## config.mk

```make
export PLATFORM = sky130hd
export DESIGN_NAME = fft_in_reorder
export DESIGN_NICKNAME = d
export VERILOG_FILES = /design/src/rtl/fft_in_reorder.sv
export SDC_FILE = /design/constraint.sdc
export NUM_CORES = 1
export LEC_CHECK = 0
export CAP_MARGIN = 0
export CORE_MARGIN = 3
export CORE_UTILIZATION = 66
export CTS_CLUSTER_DIAMETER = 40
export DETAILED_ROUTE_END_ITERATION = 16
export PLACE_DENSITY_LB_ADDON = 0.08
export SLEW_MARGIN = 20
export SYNTH_ARGS = -nofsm -noshare
export SYNTH_HDL_FRONTEND = slang
export SYNTH_SLANG_ARGS = --single-unit
export TNS_END_PERCENT = 1
```

## constraint.sdc

```tcl
create_clock -name clk -period 4.39 [get_ports clk]
set_clock_uncertainty 0.1 [all_clocks]
set_input_delay 0.439 -clock clk [delete_from_list [all_inputs] [get_ports clk]]
set_output_delay 0.439 -clock clk [all_outputs]
set_load 0.005 [all_outputs]
```

## src/rtl/fft_in_reorder.sv

```systemverilog
`default_nettype none
// +--------------------------------------------------------------------------+
// | Module   : fft_in_reorder                                                |
// | Purpose  : Ping-pong frame buffer feeding the FFT core; optional macro    |
// |            FFT_REORDER_BITREV_EN replays frames in bit-reversed order.    |
// | Revision : 1.0                                                           |
// +--------------------------------------------------------------------------+
module fft_in_reorder #(
  parameter int  DATA_WIDTH = 16,
  parameter int  N_POINTS   = 8,
  localparam int LOG2N      = $clog2(N_POINTS)
) (
  input  logic                         clk,
  input  logic                         arst_n,
  input  logic                         in_valid,
  output logic                         in_ready,
  input  logic signed [DATA_WIDTH-1:0] in_re,
  input  logic signed [DATA_WIDTH-1:0] in_im,
  output logic                         out_valid,
  input  logic                         out_ready,
  output logic signed [DATA_WIDTH-1:0] out_re,
  output logic signed [DATA_WIDTH-1:0] out_im,
  output logic [LOG2N-1:0]             out_index,
  output logic                         out_last
);

  localparam logic [LOG2N-1:0] C_LAST_IDX = LOG2N'(N_POINTS - 1);

  typedef enum logic [1:0] {
    BANK_EMPTY    = 2'd0,
    BANK_FILLING  = 2'd1,
    BANK_FULL     = 2'd2,
    BANK_DRAINING = 2'd3
  } bank_state_t;

  bank_state_t                  r_bank_state [2];
  bank_state_t                  w_bank_state_nxt [2];
  logic signed [DATA_WIDTH-1:0] r_mem_re [2][N_POINTS];
  logic signed [DATA_WIDTH-1:0] r_mem_im [2][N_POINTS];
  logic                         r_wr_bank;
  logic                         r_rd_bank;
  logic [LOG2N-1:0]             r_wr_cnt;
  logic [LOG2N-1:0]             r_rd_cnt;
  logic [1:0]                   w_full;
  logic [LOG2N-1:0]             w_rd_addr;
  logic                         w_in_acc;
  logic                         w_out_acc;
  logic                         w_wr_last;
  logic                         w_rd_last;

  // A bank holds a complete frame from its last write until its last read.
  assign w_full[0] = (r_bank_state[0] == BANK_FULL) || (r_bank_state[0] == BANK_DRAINING);
  assign w_full[1] = (r_bank_state[1] == BANK_FULL) || (r_bank_state[1] == BANK_DRAINING);

  assign in_ready  = !w_full[r_wr_bank];
  assign out_valid = w_full[r_rd_bank];
  assign w_in_acc  = in_valid && in_ready;
  assign w_out_acc = out_valid && out_ready;
  assign w_wr_last = w_in_acc && (r_wr_cnt == C_LAST_IDX);
  assign w_rd_last = w_out_acc && (r_rd_cnt == C_LAST_IDX);

`ifdef FFT_REORDER_BITREV_EN
  always_comb begin
    w_rd_addr = '0;
    for (int i = 0; i < LOG2N; i++) begin
      w_rd_addr[i] = r_rd_cnt[LOG2N-1-i];
    end
  end
`else
  assign w_rd_addr = r_rd_cnt;
`endif

  assign out_index = w_rd_addr;
  assign out_re    = r_mem_re[r_rd_bank][w_rd_addr];
  assign out_im    = r_mem_im[r_rd_bank][w_rd_addr];
  assign out_last  = out_valid && (r_rd_cnt == C_LAST_IDX);

  // Write and read never target the same bank in one cycle: the write bank
  // is never full and the read bank only advances when full.
  always_comb begin
    for (int b = 0; b < 2; b++) begin
      w_bank_state_nxt[b] = r_bank_state[b];
      if (w_in_acc && (r_wr_bank == 1'(b))) begin
        w_bank_state_nxt[b] = w_wr_last ? BANK_FULL : BANK_FILLING;
      end else if (w_out_acc && (r_rd_bank == 1'(b))) begin
        w_bank_state_nxt[b] = w_rd_last ? BANK_EMPTY : BANK_DRAINING;
      end
    end
  end

  always_ff @(posedge clk or negedge arst_n) begin
    if (!arst_n) begin
      r_bank_state[0] <= BANK_EMPTY;
      r_bank_state[1] <= BANK_EMPTY;
    end else begin
      r_bank_state[0] <= w_bank_state_nxt[0];
      r_bank_state[1] <= w_bank_state_nxt[1];
    end
  end

  always_ff @(posedge clk or negedge arst_n) begin
    if (!arst_n) begin
      r_wr_bank <= 1'b0;
      r_rd_bank <= 1'b0;
      r_wr_cnt  <= '0;
      r_rd_cnt  <= '0;
    end else begin
      if (w_in_acc) begin
        r_wr_cnt <= r_wr_cnt + 1'b1;
        if (w_wr_last) begin
          r_wr_cnt  <= '0;
          r_wr_bank <= ~r_wr_bank;
        end
      end
      if (w_out_acc) begin
        r_rd_cnt <= r_rd_cnt + 1'b1;
        if (w_rd_last) begin
          r_rd_cnt  <= '0;
          r_rd_bank <= ~r_rd_bank;
        end
      end
    end
  end

  always_ff @(posedge clk or negedge arst_n) begin
    if (!arst_n) begin
      for (int b = 0; b < 2; b++) begin
        for (int k = 0; k < N_POINTS; k++) begin
          r_mem_re[b][k] <= '0;
          r_mem_im[b][k] <= '0;
        end
      end
    end else if (w_in_acc) begin
      r_mem_re[r_wr_bank][r_wr_cnt] <= in_re;
      r_mem_im[r_wr_bank][r_wr_cnt] <= in_im;
    end
  end

endmodule
`default_nettype wire

```

==> run_results.csv, run 1 <==
group,metric,value,unit
synth,synth-edff-count,0,
synth,syn_avg_cell_area,16.1,sq um
place,hpwlAfterDp,29700,um
power_and_ir_drop,power_frac_comb,0.341,
critical_path,worstPathArrival,3.31,ns
routing,ant_nets,0,
cells_and_area,final_layout_size_suffix_gt1_frac,0.529,
place,gp_congestion,0.739,
die,io_pins,74,
power_and_ir_drop,p_leak,0.0120,uW
timing,grt_setup_unrepaired,"no",
timing,finalCritPeriodShare,0.878,
critical_path,worstSetupStartpointType,"register",
power_and_ir_drop,powerDensity,794,nW/um^2
timing,timing.slew.headroom,0.244,
critical_path,rr_endpoint,"r_mem_re[83]",
synth,yosys_register_bits,522,
synth,synth_nets,1497,
routing,vias,13200,
timing,period_needed,3.85,ns
routing,drc,0,
critical_path,path_class,"reg -> out",
global_routing,gr-total-overflow,0,
synth,ys_types,32,
synth,yosysWarnings,0,
cts,cts_sinks,522,
cts,cts_buffers,70,
cts,clk_latency,0.58,ns
power_and_ir_drop,ir_worst_vdd,0.499,mV
global_routing,grt_max_degree,117,
critical_path,setup.worst_path.end_class,"output port",
synth,synth_area,23500,sq um
critical_path,reg2reg_depth,4,
synth,synth-seq-area-share,0.557,
cts,htreeDepth,3,
synth,ys.flop_type,"dfrtp_1",
cts,cts.clk_slew.worst_paths,0.05,ns
cts,cts-root-buf,"clkbuf_16",
synth,synthArstFlopShare,1.00,
critical_path,path_max_fanout,33,
synth,syn_inst,1457,
global_routing,gr-usage-all-layers,0.292,
place,io_buffers,73,
timing,finalHoldViolCount,0,
timing,timing.setup.tns,0,ns
synth,synth_commonest_cells,"522 x dfrtp_1, 486 x mux2_2, 128 x mux4_2",
critical_path,reg2reg_setup_slack,1.45,ns
die,dieWidth,195,um
routing,wl_per_cell,26.4,um
power_and_ir_drop,p_clk_frac,0.266,
die,initial_utilization,0.674,
timing,maxSlewViolCount,0,
power_and_ir_drop,p_sw_frac,0.296,
synth,synth_area_leaders,"dfrtp_1 56%, mux2_2 23%, mux4_2 12%",
cells_and_area,fin_area,27100,sq um
cts,cts_tree,"built",
min_path,hp-class,"in -> async",
global_routing,grt_pass1_vias,14500,
die,dieArea,37900,sq um
timing,fmax,259,MHz
routing,routed_wl,53500,um
run_status,status,"completed",
die,die_y,195,um
cells_and_area,fill_cells,1958,
die,fp.coreArea,34800,sq um
run,drv_cap,0,
timing,finalSetupViolCount,0,
timing,worstMarginPinSlew,1.13,ns
synth,post-synth-top-area-fraction,0.557,
global_routing,grt_pass1_wl,85200,um
power_and_ir_drop,p_int,15100,uW
cts,post_cts_buffers,0,
synth,post-synth-top-count-cell,"dfrtp_1",
synth,yosysTopAreaCell,"dfrtp_1",
cells_and_area,num_antenna_cells,0,
routing,viasPerCell,6.52,
cells_and_area,fin_nets,1554,
power_and_ir_drop,power_frac_seq,0.393,
cells_and_area,areaGrowthSynthToFinish,15.4,%
place,placed_area,24700,sq um
routing,first_iter_violations,799,
die,rows,68,
power_and_ir_drop,netSwitchingPower,6370,uW
routing,drt_pass1_iterations,4,
cts,cts_buffer_depth,3,
global_routing,antenna_found_initial,1,
critical_path,cp.required,3.85,ns
critical_path,reg2reg_from,"r_wr_cnt[1]",
-- routing by layer --
layer | vias up | GRT usage | wire (um)
met2 | 317 | 0.475 | 26700
met3 | 104 | 0.0537 | 2420
li1 | 5574 | - | -
met5 | - | 0 | 20
met1 | 7188 | 0.412 | 23100
met4 | 2 | 0.0848 | 1250
-- cell type report --
class                   count  area [sq um]  area share
repair buffers            119          1180      0.0437
well taps                 455           569      0.0210
flip-flops and latches    522         13100       0.482
inverters                   1          3.75    0.000139
clock buffers              87          1960      0.0723
multi-input cells         800          9880       0.365
clock inverters            39           420      0.0155
-- worst max-delay path: stages, from the launching register on --
cell and delay [ns]:
dfrtp_4 0.91, buf_12 0.36, mux4_2 0.54, a22oi_1 0.23
nand2_1 0.17, clkdlybuf4s50_1 0.49
-- placed cells by master (no fill, tap or decap), types with 2 or more instances in the layout --
| cell type | Yosys | routed |
|---|---|---|
| bufinv_16 | 0 | 5 |
| clkbuf_1 | 86 | 6 |
| clkinvlp_4 | 0 | 8 |
| nand3b_1 | 6 | 6 |
| nor3b_1 | 2 | 2 |
| o21ai_0 | 4 | 4 |
| clkbuf_16 | 0 | 73 |
| clkdlybuf4s50_1 | 0 | 72 |
| nand2_1 | 39 | 38 |
| mux4_2 | 128 | 128 |
| clkinv_4 | 0 | 4 |
| dfrtp_1 | 522 | 520 |
| mux2_1 | 3 | 3 |
| and2_2 | 0 | 2 |
| nor2_4 | 0 | 5 |
| nor2b_1 | 7 | 5 |
| nand3_1 | 5 | 3 |
| mux2_4 | 30 | 30 |
| a22oi_1 | 64 | 64 |
| inv_6 | 0 | 14 |
| nor2b_4 | 0 | 2 |
| inv_8 | 0 | 2 |
| nor2_1 | 8 | 3 |
| mux2_2 | 486 | 486 |
| nor3_2 | 0 | 2 |
| ha_1 | 4 | 4 |
| buf_12 | 3 | 8 |
| dfrtp_4 | 0 | 2 |
| clkbuf_8 | 0 | 8 |
| nand3_2 | 0 | 2 |
| clkinv_2 | 0 | 6 |
| buf_4 | 1 | 37 |
-- power groups by stage --
stage               Combinational [uW]  Sequential [uW]  Clock, uW
floorplan                         5380             7800          0
global placement                  7110             8280          0
detailed placement                7310             8430          0
CTS                               7410             8410       5810
global route                      7880             8710       6000
finish                            7340             8440       5720
-- state kept, by name (all words and copies together), names as in the netlist --
name          flops
r_bank_state      2
r_mem_im        256
r_mem_re        256
r_wr_cnt          3
out_index         3
r_rd_bank         1
r_wr_bank         1
-- how the worst max path moves through the flow --
stage               from        end  slack, ns  cells past startpoint
5_1_grt        r_rd_bank  out_im[5]       0.36                      5
6_report       r_rd_bank  out_im[1]       0.54                      5
3_5_place_dp   r_rd_bank  out_im[1]       1.12                      5
4_1_cts        r_rd_bank  out_re[2]       0.49                      5
3_3_place_gp   r_rd_bank  out_im[1]       1.11                      5
2_1_floorplan  r_rd_bank  out_im[0]       1.99                      5
-- stage by stage --
| step | hold WS, ns | instances | total power (uW) | utilization | setup WS (ns) |
|---|---|---|---|---|---|
| 2_1_floorplan | 0.0434 | 1457 | 13200 | - | 1.99 |
| 3_3_place_gp | 0.365 | 1896 | 15400 | 0.710 | 1.11 |
| 3_5_place_dp | 0.371 | 1896 | 15700 | 0.710 | 1.12 |
| 4_1_cts | 0.383 | 2023 | 21600 | 0.779 | 0.487 |
| 5_1_grt | 0.403 | 2023 | 22600 | 0.779 | 0.357 |
| 6_report | 0.350 | 2023 | 21500 | 0.779 | 0.536 |
-- logic make-up (layout without fill, tap and decap cells) --
kind of cell / Yosys count / in the layout / share of synthesized area
AO/OA/AOI/OAI: 68 / 68 / 0.0213
XOR/XNOR: 1 / 1 / 0.000373
adder cells (fa/ha/maj): 4 / 4 / 0.00213
buffers and inverters: 135 / 246 / 0.0259
flip-flops: 522 / 522 / 0.557
multiplexers: 648 / 648 / 0.377
AND/OR/NAND/NOR: 79 / 79 / 0.0167
-- what timing repair did --
action,CTS,global route
resized for setup,0,0
endpoints found under the hold margin,93,0
hold buffers,1,0
No activity file was read; power rests on OpenSTA's default activity.
==> run 2: changes to the inputs <==
GPL_TIMING_DRIVEN = 0   (was default)
==> run 2 against run 1 <==
- sequential cell count stayed put
- non-clock buffer count is 94 higher
- combinational power up 5.4%
- routed wire length rose by 8.4%
==> run_results.csv, run 2 (synthesis gave the netlist of run 1 again) <==
group,metric,value,unit
cts,htreeDepth,3,
critical_path,path_cells,"clkbuf_1 -> clkbuf_1 -> mux4_2 -> a22oi_1 -> nand2_1 -> clkdlybuf4s50_1",
die,die_y,195,um
cells_and_area,top_regs,"r_mem_im: 256 flops, r_mem_re: 256 flops",
cts,cts_buffer_depth,3,
global_routing,grt_pass1_wl,90200,um
critical_path,crit_slowest_cell,"clkbuf_1",
critical_path,setup.worst_path.end_class,"output port",
cells_and_area,final_layout_size_suffix_gt1_frac,0.486,
cts,clk_latency,0.57,ns
critical_path,worstSetupStartpointType,"register",
die,fp.coreArea,34800,sq um
routing,vias,13900,
critical_path,cp-startpoint,"out_index[0]",
place,io_buffers,73,
die,dieWidth,195,um
global_routing,gr-total-overflow,0,
critical_path,path_max_fanout,10,
global_routing,met2_usage,0.509,
cts,cts_hold_buf,1,
global_routing,gr-usage-met1,0.421,
timing,timing.slew.headroom,0.234,
min_path,hp-class,"in -> async",
global_routing,gr-usage-all-layers,0.314,
cts,cts.clk_slew.worst_paths,0.06,ns
place,hpwlAfterDp,36500,um
cts,cts-root-buf,"clkbuf_16",
place,placed_area,24900,sq um
critical_path,cp.required,3.85,ns
die,io_pins,74,
global_routing,top_usage_layer,"met2",
cells_and_area,fin_nets,1644,
critical_path,rr_endpoint,"r_mem_re[8]",
routing,routed_wl,58000,um
die,initial_utilization,0.674,
run,drv_cap,0,
global_routing,gr-usage-met3,0.0757,
routing,wl_per_cell,27.5,um
routing,first_iter_violations,954,
die,dieArea,37900,sq um
routing,viasPerCell,6.57,
place,gp_congestion,0.845,
cells_and_area,areaGrowthSynthToFinish,16.3,%
timing,finalCritPeriodShare,0.954,
power_and_ir_drop,powerDensity,794,nW/um^2
cells_and_area,final_cell_mix,"522 x dfrtp_1, 486 x mux2_2, 128 x mux4_2",
power_and_ir_drop,power,21700,uW
critical_path,path_class,"reg -> out",
critical_path,reg2reg_setup_slack,1.38,ns
timing,period_needed,4.19,ns
cts,cts_buffers,66,
global_routing,grt_pass1_vias,15200,
critical_path,worstPathArrival,3.65,ns
timing,maxSlewViolCount,0,
critical_path,reg2reg_depth,5,
cts,cts_tree,"built",
power_and_ir_drop,ir_worst_vdd,0.535,mV
power_and_ir_drop,p_leak,0.0121,uW
cells_and_area,fin_area,27300,sq um
cts,post_cts_buffers,0,
timing,finalSetupViolCount,0,
global_routing,antenna_found_initial,2,
cts,ctsResizeCount,0,
run_status,status,"completed",
critical_path,crit_path_frequent_cell,"clkbuf_1",
critical_path,reg2reg_from,"r_wr_cnt[0]",
timing,fmax,239,MHz
global_routing,grt_max_degree,105,
die,rows,68,
timing,timing.setup.tns,0,ns
cts,cts_sinks,522,
timing,finalHoldViolCount,0,
timing,grt_setup_unrepaired,"no",
routing,drc,0,
routing,ant_nets,0,
timing,worstMarginPinSlew,1.15,ns
cells_and_area,layout_commonest_cell,"dfrtp_1",
critical_path,cpPeakStageDelay,0.91,ns
routing,drt_pass1_iterations,5,
run 2: cell count changes in the layout (fill, tap and decap cells not counted), moves of 5 or more:
cell / previous run / this run
clkbuf_1: 6 / 91
nor2_4: 5 / 0
buf_2: 0 / 34
buf_4: 37 / 1
buf_12: 8 / 3
nor2_1: 3 / 8
buf_1: 0 / 8
buf_16: 0 / 5
inv_6: 14 / 5
run 2: power breakdown:
part,leakage (uW),internal (uW),switching [uW]
clock,0.00116,3590,2120
combinational,0.00439,4540,3200
sequential,0.00658,7050,1180
run 2: layer usage:
metal | vias to the layer above | routed length (um)
met3 | 130 | 3740
met4 | 2 | 2110
met5 | - | 14
met2 | 458 | 28600
met1 | 7509 | 23500
li1 | 5768 | -
run 2: how the worst max path moves through the flow:
stage	to	slack, ns	depth (start not counted)
6_report	out_re[11]	0.20	6
5_1_grt	out_re[11]	0.09	6
4_1_cts	out_im[3]	0.20	6
3_5_place_dp	out_re[11]	0.85	6
3_3_place_gp	r_mem_im[130]	-19.63	1
2_1_floorplan	out_im[0]	1.99	5
run 2: cell type report:
| class | count | area [sq um] |
|---|---|---|
| multi-input cells | 800 | 9800 |
| plain buffers | 134 | 607 |
| diodes | 1 | 2.50 |
| well taps | 455 | 569 |
| flip-flops and latches | 522 | 13100 |
| clock inverters | 33 | 407 |
| clock buffers | 86 | 1960 |
| fillers | 1983 | 7510 |
| repair buffers | 79 | 883 |
| inverters | 1 | 3.75 |
run 2: critical path: cells and delay by family, from the launching register on:
kind / cells / cell delay (ns)
compound gates: 1 / 0.22
buf+inv: 3 / 1.87
flops: 1 / 0.43
mux: 1 / 0.42
simple gates: 1 / 0.12
run 2: through the flow:
step                      worst slack (ns)  utilization  std cells  hold slack [ns]
after global placement              -19.63        0.712       1985            0.364
after CTS                            0.200        0.784       2110            0.391
final                                0.201        0.784       2111            0.374
after floorplan                       1.99            -       1457           0.0434
after detailed placement             0.845        0.716       1990            0.380
after global routing                0.0911        0.784       2111            0.413
